<file path="config.mk">
export PLATFORM = sky130hd
export DESIGN_NAME = host_bus_arbiter_flat
export DESIGN_NICKNAME = d
export VERILOG_FILES = /design/src/rtl/host_bus_pkg.sv /design/src/rtl/host_bus_arbiter_if.sv /design/src/rtl/host_arb_picker.sv /design/src/rtl/host_bus_arbiter.sv /design/src/flat_wrapper.sv
export SDC_FILE = /design/constraint.sdc
export NUM_CORES = 1
export LEC_CHECK = 0
export ABC_AREA = 0
export ABC_CLOCK_PERIOD_IN_PS = 16149
export CAP_MARGIN = 40
export CORE_AREA = 2 2 255 257
export DETAILED_ROUTE_END_ITERATION = 16
export DIE_AREA = 0 0 257 259
export SLEW_MARGIN = 20
export SYNTH_ARGS = -nofsm -noshare
export SYNTH_HDL_FRONTEND = slang
export SYNTH_SLANG_ARGS = --single-unit
</file>
<file path="constraint.sdc">
create_clock -name i_clk -period 16.15 [get_ports i_clk]
set_input_delay 1.615 -clock i_clk [delete_from_list [all_inputs] [get_ports i_clk]]
set_output_delay 1.615 -clock i_clk [all_outputs]
set_load 0.01 [all_outputs]
</file>
<file path="src/rtl/host_bus_pkg.sv">
// Shared encodings for the host-bus arbiter: rw codes, size codes and arbiter states.
`timescale 1ns/1ps
package host_bus_pkg;

    typedef enum logic [1:0] {
        RW_NOP   = 2'b00,
        RW_WRITE = 2'b01,
        RW_READ  = 2'b10
    } rw_e;

    typedef enum logic [2:0] {
        SIZE_BYTE  = 3'd0,
        SIZE_HALF  = 3'd1,
        SIZE_WORD  = 3'd2,
        SIZE_DWORD = 3'd3
    } size_e;

    typedef enum logic [1:0] {
        ARB_IDLE  = 2'd0,
        ARB_ISSUE = 2'd1,
        ARB_WAIT  = 2'd2,
        ARB_RESP  = 2'd3
    } arb_state_e;

    // Only 01 and 10 are real commands; 00 and 11 are both ignored.
    function automatic logic rw_valid(input logic [1:0] rw);
        return rw[1] ^ rw[0];
    endfunction

endpackage

</file>
<file path="src/rtl/host_bus_arbiter_if.sv">
// Command/response bus between the arbiter (master modport) and the shared host-bus master (slave modport).
`timescale 1ns/1ps
interface host_bus_arbiter_if;
    logic [2:0]  m_size;
    logic [31:0] m_addr;
    logic [63:0] m_wdata;
    logic [1:0]  m_rw;
    logic        m_clear;
    logic [63:0] m_rdata;
    logic        m_wait;
    logic        m_done;
    logic        m_error;
    logic        m_invalid;

    // Handshake: m_rw is a one-cycle command; the master answers with m_wait while busy,
    // then m_done (with m_wait low) holding status/rdata until it sees m_clear.
    modport master (
        output m_size, m_addr, m_wdata, m_rw, m_clear,
        input  m_rdata, m_wait, m_done, m_error, m_invalid
    );

    modport slave (
        input  m_size, m_addr, m_wdata, m_rw, m_clear,
        output m_rdata, m_wait, m_done, m_error, m_invalid
    );
endinterface

</file>
<file path="src/rtl/host_arb_picker.sv">
// Combinational one-hot winner select. HOST_ARB_RR_EN selects round-robin from ptr+1; otherwise lowest index wins.
`timescale 1ns/1ps
module host_arb_picker #(
    parameter int N_REQ = 4,
    parameter int IDX_W = $clog2(N_REQ)
) (
    input  logic [N_REQ-1:0] req,
`ifdef HOST_ARB_RR_EN
    input  logic [IDX_W-1:0] ptr,
`endif
    output logic             any,
    output logic [N_REQ-1:0] gnt,
    output logic [IDX_W-1:0] idx
);

`ifdef HOST_ARB_RR_EN
    always_comb begin
        int j;
        any = 1'b0;
        gnt = '0;
        idx = '0;
        j   = 0;
        for (int i = 1; i <= N_REQ; i++) begin
            j = int'(ptr) + i;
            if (j >= N_REQ) j = j - N_REQ;
            if (!any && req[j]) begin
                any    = 1'b1;
                gnt[j] = 1'b1;
                idx    = IDX_W'(j);
            end
        end
    end
`else
    always_comb begin
        any = 1'b0;
        gnt = '0;
        idx = '0;
        for (int i = 0; i < N_REQ; i++) begin
            if (!any && req[i]) begin
                any    = 1'b1;
                gnt[i] = 1'b1;
                idx    = IDX_W'(i);
            end
        end
    end
`endif

endmodule

</file>
<file path="src/rtl/host_bus_arbiter.sv">
// Shares one single-beat host-bus master among N_REQ requesters.
// Optional macro HOST_ARB_RR_EN: round-robin arbitration instead of fixed priority.
`timescale 1ns/1ps
module host_bus_arbiter
    import host_bus_pkg::*;
#(
    parameter int N_REQ = 4,
    parameter int IDX_W = $clog2(N_REQ)
) (
    input  logic                i_clk,
    input  logic                i_rst,
    input  logic [2*N_REQ-1:0]  i_req_rw,
    input  logic [3*N_REQ-1:0]  i_req_size,
    input  logic [32*N_REQ-1:0] i_req_addr,
    input  logic [64*N_REQ-1:0] i_req_wdata,
    output logic [N_REQ-1:0]    o_req_gnt,
    output logic [N_REQ-1:0]    o_req_done,
    output logic [63:0]         o_rdata,
    output logic                o_error,
    output logic                o_invalid,
    output logic                o_busy,
    output arb_state_e          o_state,
    host_bus_arbiter_if.master  bus
);

    arb_state_e         state;
    logic [IDX_W-1:0]   owner;
    logic [1:0]         lat_rw;
    logic [2:0]         lat_size;
    logic [31:0]        lat_addr;
    logic [63:0]        lat_wdata;
    logic [1:0]         m_rw_q;
    logic               clear_q;
    logic               st_err;
    logic               st_inv;
    logic [N_REQ-1:0]   done_q;

    logic [N_REQ-1:0]   req_vec;
    logic               pick_any;
    logic [N_REQ-1:0]   pick_gnt;
    logic [IDX_W-1:0]   pick_idx;

    always_comb begin
        req_vec = '0;
        for (int i = 0; i < N_REQ; i++) req_vec[i] = rw_valid(i_req_rw[2*i +: 2]);
    end

`ifdef HOST_ARB_RR_EN
    logic [IDX_W-1:0] rr_ptr;
`endif

    host_arb_picker #(.N_REQ(N_REQ), .IDX_W(IDX_W)) u_picker (
        .req (req_vec),
`ifdef HOST_ARB_RR_EN
        .ptr (rr_ptr),
`endif
        .any (pick_any),
        .gnt (pick_gnt),
        .idx (pick_idx)
    );

    assign o_req_gnt   = (state == ARB_IDLE && !i_rst) ? pick_gnt : '0;
    assign o_req_done  = done_q;
    assign o_busy      = (state != ARB_IDLE);
    assign o_state     = state;
    assign bus.m_size  = lat_size;
    assign bus.m_addr  = lat_addr;
    assign bus.m_wdata = lat_wdata;
    assign bus.m_rw    = m_rw_q;
    assign bus.m_clear = clear_q;

    always_ff @(posedge i_clk or posedge i_rst) begin
        if (i_rst) begin
            state     <= ARB_IDLE;
            owner     <= '0;
            lat_rw    <= RW_NOP;
            lat_size  <= '0;
            lat_addr  <= '0;
            lat_wdata <= '0;
            m_rw_q    <= RW_NOP;
            clear_q   <= 1'b0;
            st_err    <= 1'b0;
            st_inv    <= 1'b0;
            done_q    <= '0;
            o_rdata   <= '0;
            o_error   <= 1'b0;
            o_invalid <= 1'b0;
`ifdef HOST_ARB_RR_EN
            rr_ptr    <= IDX_W'(N_REQ - 1);
`endif
        end else begin
            done_q <= '0;
            case (state)
                ARB_IDLE: begin
                    if (pick_any) begin
                        owner     <= pick_idx;
                        lat_rw    <= i_req_rw[2*pick_idx +: 2];
                        lat_size  <= i_req_size[3*pick_idx +: 3];
                        lat_addr  <= i_req_addr[32*pick_idx +: 32];
                        lat_wdata <= i_req_wdata[64*pick_idx +: 64];
                        m_rw_q    <= i_req_rw[2*pick_idx +: 2];
                        state     <= ARB_ISSUE;
                    end
                end
                ARB_ISSUE: begin
                    // Misaligned commands complete in the issue cycle without ever raising m_wait.
                    if (bus.m_wait) begin
                        m_rw_q <= RW_NOP;
                        state  <= ARB_WAIT;
                    end else if (bus.m_done) begin
                        st_err  <= bus.m_error;
                        st_inv  <= bus.m_invalid;
                        m_rw_q  <= RW_NOP;
                        clear_q <= 1'b1;
                        state   <= ARB_RESP;
                    end
                end
                ARB_WAIT: begin
                    if (bus.m_done && !bus.m_wait) begin
                        st_err  <= bus.m_error;
                        st_inv  <= bus.m_invalid;
                        clear_q <= 1'b1;
                        state   <= ARB_RESP;
                    end
                end
                ARB_RESP: begin
                    clear_q   <= 1'b0;
                    o_rdata   <= (lat_rw == RW_READ && !st_inv) ? bus.m_rdata : 64'd0;
                    o_error   <= st_err;
                    o_invalid <= st_inv;
                    done_q    <= N_REQ'(1) << owner;
`ifdef HOST_ARB_RR_EN
                    rr_ptr    <= owner;
`endif
                    state     <= ARB_IDLE;
                end
                default: state <= ARB_IDLE;
            endcase
        end
    end

endmodule

</file>
<file path="src/flat_wrapper.sv">
// flat-port wrapper written by rule: the top's interface ports become plain ports
module host_bus_arbiter_flat import host_bus_pkg::*;
#(
    parameter int N_REQ = 4,
    parameter int IDX_W = $clog2(N_REQ)
)
  (i_clk, i_rst, i_req_rw, i_req_size, i_req_addr, i_req_wdata, o_req_gnt, o_req_done, o_rdata, o_error, o_invalid, o_busy, o_state, bus_m_size, bus_m_addr, bus_m_wdata, bus_m_rw, bus_m_clear, bus_m_rdata, bus_m_wait, bus_m_done, bus_m_error, bus_m_invalid);
  host_bus_arbiter_if bus_i ();
  input  logic i_clk;
  input  logic i_rst;
  input  logic [2*N_REQ-1:0] i_req_rw;
  input  logic [3*N_REQ-1:0] i_req_size;
  input  logic [32*N_REQ-1:0] i_req_addr;
  input  logic [64*N_REQ-1:0] i_req_wdata;
  output logic [N_REQ-1:0] o_req_gnt;
  output logic [N_REQ-1:0] o_req_done;
  output logic [63:0] o_rdata;
  output logic o_error;
  output logic o_invalid;
  output logic o_busy;
  output arb_state_e o_state;
  output wire logic [$bits(bus_i.m_size)-1:0] bus_m_size;
  output wire logic [$bits(bus_i.m_addr)-1:0] bus_m_addr;
  output wire logic [$bits(bus_i.m_wdata)-1:0] bus_m_wdata;
  output wire logic [$bits(bus_i.m_rw)-1:0] bus_m_rw;
  output wire logic [$bits(bus_i.m_clear)-1:0] bus_m_clear;
  input wire logic [$bits(bus_i.m_rdata)-1:0] bus_m_rdata;
  input wire logic [$bits(bus_i.m_wait)-1:0] bus_m_wait;
  input wire logic [$bits(bus_i.m_done)-1:0] bus_m_done;
  input wire logic [$bits(bus_i.m_error)-1:0] bus_m_error;
  input wire logic [$bits(bus_i.m_invalid)-1:0] bus_m_invalid;
  assign bus_m_size = bus_i.m_size;
  assign bus_m_addr = bus_i.m_addr;
  assign bus_m_wdata = bus_i.m_wdata;
  assign bus_m_rw = bus_i.m_rw;
  assign bus_m_clear = bus_i.m_clear;
  assign bus_i.m_rdata = bus_m_rdata;
  assign bus_i.m_wait = bus_m_wait;
  assign bus_i.m_done = bus_m_done;
  assign bus_i.m_error = bus_m_error;
  assign bus_i.m_invalid = bus_m_invalid;
  host_bus_arbiter #(.N_REQ(N_REQ), .IDX_W(IDX_W)) u_core (.i_clk(i_clk), .i_rst(i_rst), .i_req_rw(i_req_rw), .i_req_size(i_req_size), .i_req_addr(i_req_addr), .i_req_wdata(i_req_wdata), .o_req_gnt(o_req_gnt), .o_req_done(o_req_done), .o_rdata(o_rdata), .o_error(o_error), .o_invalid(o_invalid), .o_busy(o_busy), .o_state(o_state), .bus(bus_i));
endmodule
</file>
==> metrics.md <==
| Metric | Value |
|---|---|
| Run status | `finished clean` |
| Total core area | `0.0639 mm^2` |
| Unrepaired setup endpoints after global routing | `false` |
| Site Rows | `93` |
| Synth warnings | `0` |
| Die ar. | `0.0666 mm^2` |
| Fraction of layout cells with a size suffix above 1 | `4.23%` |
| Max Slew Vio Count | `0` |
| Root Buffer | `clkbuf_16` |
| Number of synthesized flops with an enable pin | `0` |
| Post-Route WL | `47000 um` |
| Post-synth design cell area | `0.00932 mm^2` |
| Inst Count DP | `2386` |
| N_diodes | `0` |
| FF/Latch Area | `0.00450 mm^2` |
| Cell with the most instances after synthesis | `dfrtp_1` |
| Final hold violation count | `0` |
| CTS resizes | `0` |
| Gr usage total | `13.7%` |
| Vias in the first global route | `10700` |
| Crit path max-delay family | `buffers and inverters` |
| I/O pin count | `653` |
| Multi-input logic area | `0.00421 mm^2` |
| Routed Antenna Nets | `0` |
| Layout area overhead | `86.8%` |
| Critical Path Max Stage Delay | `0.62 ns` |
| Post-synth top cells | `180 x dfrtp_1, 170 x nand2_1, 100 x mux2i_1, 100 x o221ai_1, 98 x a22oi_1` |
| PortBufs | `652` |
| CTS Hold Bufs | `0` |
| Syn Inst Count | `941` |
| Slew Limit Headroom | `41.7%` |
| Crit Path Max Fanout | `7` |
| Largest net degree at the start of global routing | `72` |
| Post-layout min period | `5.63 ns` |
| Worst Hold Class | `reg2reg` |
| Setup_tns | `0 ns` |
| Clock skew after layout | `0.0227 ns` |
| Fmax | `0.178 GHz` |
| Worst Path Buf+Inv | `2` |
| GRT overflow | `0` |
| Die Wd | `257 um` |
| Seq/Total Area, Yosys | `48.3%` |
| Die height | `259 um` |
| Arrival time worst endpoint | `4.01 ns` |
| Critical-path top delay cell | `clkdlybuf4s50_1` |
| DRC errors left | `0` |
| Leak | `7.17 nW` |
| Max Cap Violations | `0` |
| Post-CTS setup buffers | `0` |
| Vias | `10100` |
| Ys flop type | `dfrtp_1` |
| Area leader, netlist | `dfrtp_1` |
| Ys async rst share | `100%` |
| Clock tree from TritonCTS | `done` |
| Synthesized area per cell | `9.90 um^2` |
| Most frequent CP cell | `clkdlybuf4s50_1` |
| Final HPWL DP | `36200 um` |
| Critical Path RT | `14.53 ns` |
| Worst-path cell chain | `clkdlybuf4s50_1 > xnor2_1 > nand3_1 > nor3_1 > clkdlybuf4s50_1` |
| Synth top area cells | `dfrtp_1 48%, mux2i_1 11%, o221ai_1 9.4%` |
| Setup CP Type | `in2out` |
| Layout Nets | `2029` |
| Initial DRT Pass Iterations | `5` |
| CP Capture Type | `primary output` |
| Measured slew at the worst slew-check pin | `0.875 ns` |
| GPL Wtd Cong | `0.855` |
| Fin cells | `2417` |
| Initial Util | `14.6%` |
| Via-per-instance ratio | `4.16` |
| Max Root-Sink Buffers | `2` |
| Initial antenna violation count | `7` |
| Final period utilization | `34.8%` |
| CTS buffer count | `17` |
| Clock Latency Late Sink | `0.49 ns` |
| DR WL/cell | `19.5 um` |
| # fillers | `6595` |
| Htree depth | `4` |
| Netlist cell types | `48` |
| Area share of the largest cell type after synthesis | `48.3%` |
| Net Count, Synth | `1420` |
| Initial DRC count | `563` |
| First-pass GRT wire length | `68500 um` |
| Clock sink total | `180` |
| Startpoint type of the worst setup path | `primary input` |
| Maximum vdd drop | `75.6 uV` |
| Cell Pwr Density | `131 mW/mm^2` |
| Clock transition at path regs | `0.08 ns` |
| Final Setup Violations | `0` |
| FF+latch count, synth | `180` |
[cell type report]
| class | count | area share, % |
|---|---|---|
| clock buffers | 17 | 2.44 |
| clock inverters | 14 | 0.949 |
| repair buffers | 671 | 38.7 |
| inverters | 76 | 1.68 |
| flip-flops and latches | 180 | 25.9 |
| multi-input cells | 604 | 24.2 |
| well taps | 855 | 6.14 |
[worst paths after layout]
check,start,endpoint,slack [ns],depth (start not counted)
worst min register to register,u_core.bus.m_addr[10],u_core.bus.m_addr[10],0.49,2
worst min-delay path,u_core.bus.m_addr[10],u_core.bus.m_addr[10],0.49,2
min in group asynchronous,i_rst,u_core.bus.m_wdata[57],1.55,2
max in group asynchronous,i_rst,u_core.o_rdata[63],13.58,4
worst max register to register,u_core.o_state[0],u_core.bus.m_wdata[51],13.32,6
worst max-delay path,i_req_rw[1],o_req_gnt[2],10.52,5
[routing by layer]
metal | share of wire, % | wire (um) | vias up | track usage [%]
li1 | - | - | 4650 | -
met1 | 40 | 18700 | 4867 | 16.0
met2 | 50 | 23500 | 494 | 23.4
met3 | 8.6 | 4030 | 47 | 5.10
met4 | 1.5 | 728 | 8 | 3.78
met5 | 0.12 | 56 | - | 0
[layout by cell type (no fill, tap or decap), types with 4 or more instances in the layout]
cell type	n
mux2_2	4
nor2_1	5
inv_1	75
nor2b_1	5
o221ai_1	100
inv_6	5
clkbuf_16	17
clkdlybuf4s50_1	652
dfrtp_1	180
a22oi_1	98
o21ai_0	65
ha_1	4
nand2b_1	8
mux2i_1	100
buf_4	14
nand2_1	168
[kinds of logic (layout without fill, tap and decap cells)]
logic type	count (synthesis)	count (layout)	synth area share (%)
simple gates	203	203	8.93
mux	105	105	11.3
xor+xnor	7	7	0.819
flops	180	180	48.3
fa+ha+maj	6	6	0.779
compound gates	283	283	22.6
buf+inv	157	778	7.24
[worst min-delay path: stages (launching register included)]
cell,delay (ns)
dfrtp_1,0.34
nand2_1,0.05
o221ai_1,0.06
[registers in the layout, summed over array words and instances (netlist names)]
signal,count
u_core.bus.m_rw,2
u_core.o_state,2
u_core.lat_rw,2
u_core.owner,2
u_core.bus.m_clear,1
u_core.o_req_done,4
u_core.o_rdata,64
u_core.bus.m_addr,32
u_core.bus.m_size,3
u_core.st_inv,1
u_core.o_error,1
u_core.o_invalid,1
u_core.st_err,1
u_core.bus.m_wdata,64
[power by group]
group          leakage (nW)  total (mW)  internal [mW]  switching, mW
Sequential             2.30       0.739          0.630          0.109
Clock                 0.283       0.441          0.220          0.222
Combinational          4.59        1.11          0.571          0.536
Total                  7.17        2.29           1.42          0.866
[through the flow]
step                worst slack (ns)  instance area [um^2]  hold WS [ns]  power, mW  utilization, %
floorplan                       8.23                  9320         0.446       1.22               -
global placement               10.58                 16700         0.468       1.84            26.2
detailed placement             10.54                 16800         0.472       1.86            26.3
CTS                            10.52                 17400         0.492       2.32            27.3
global route                   10.34                 17400         0.514       2.44            27.3
finish                         10.52                 17400         0.492       2.29            27.3
No activity file was read; power rests on OpenSTA's default activity.
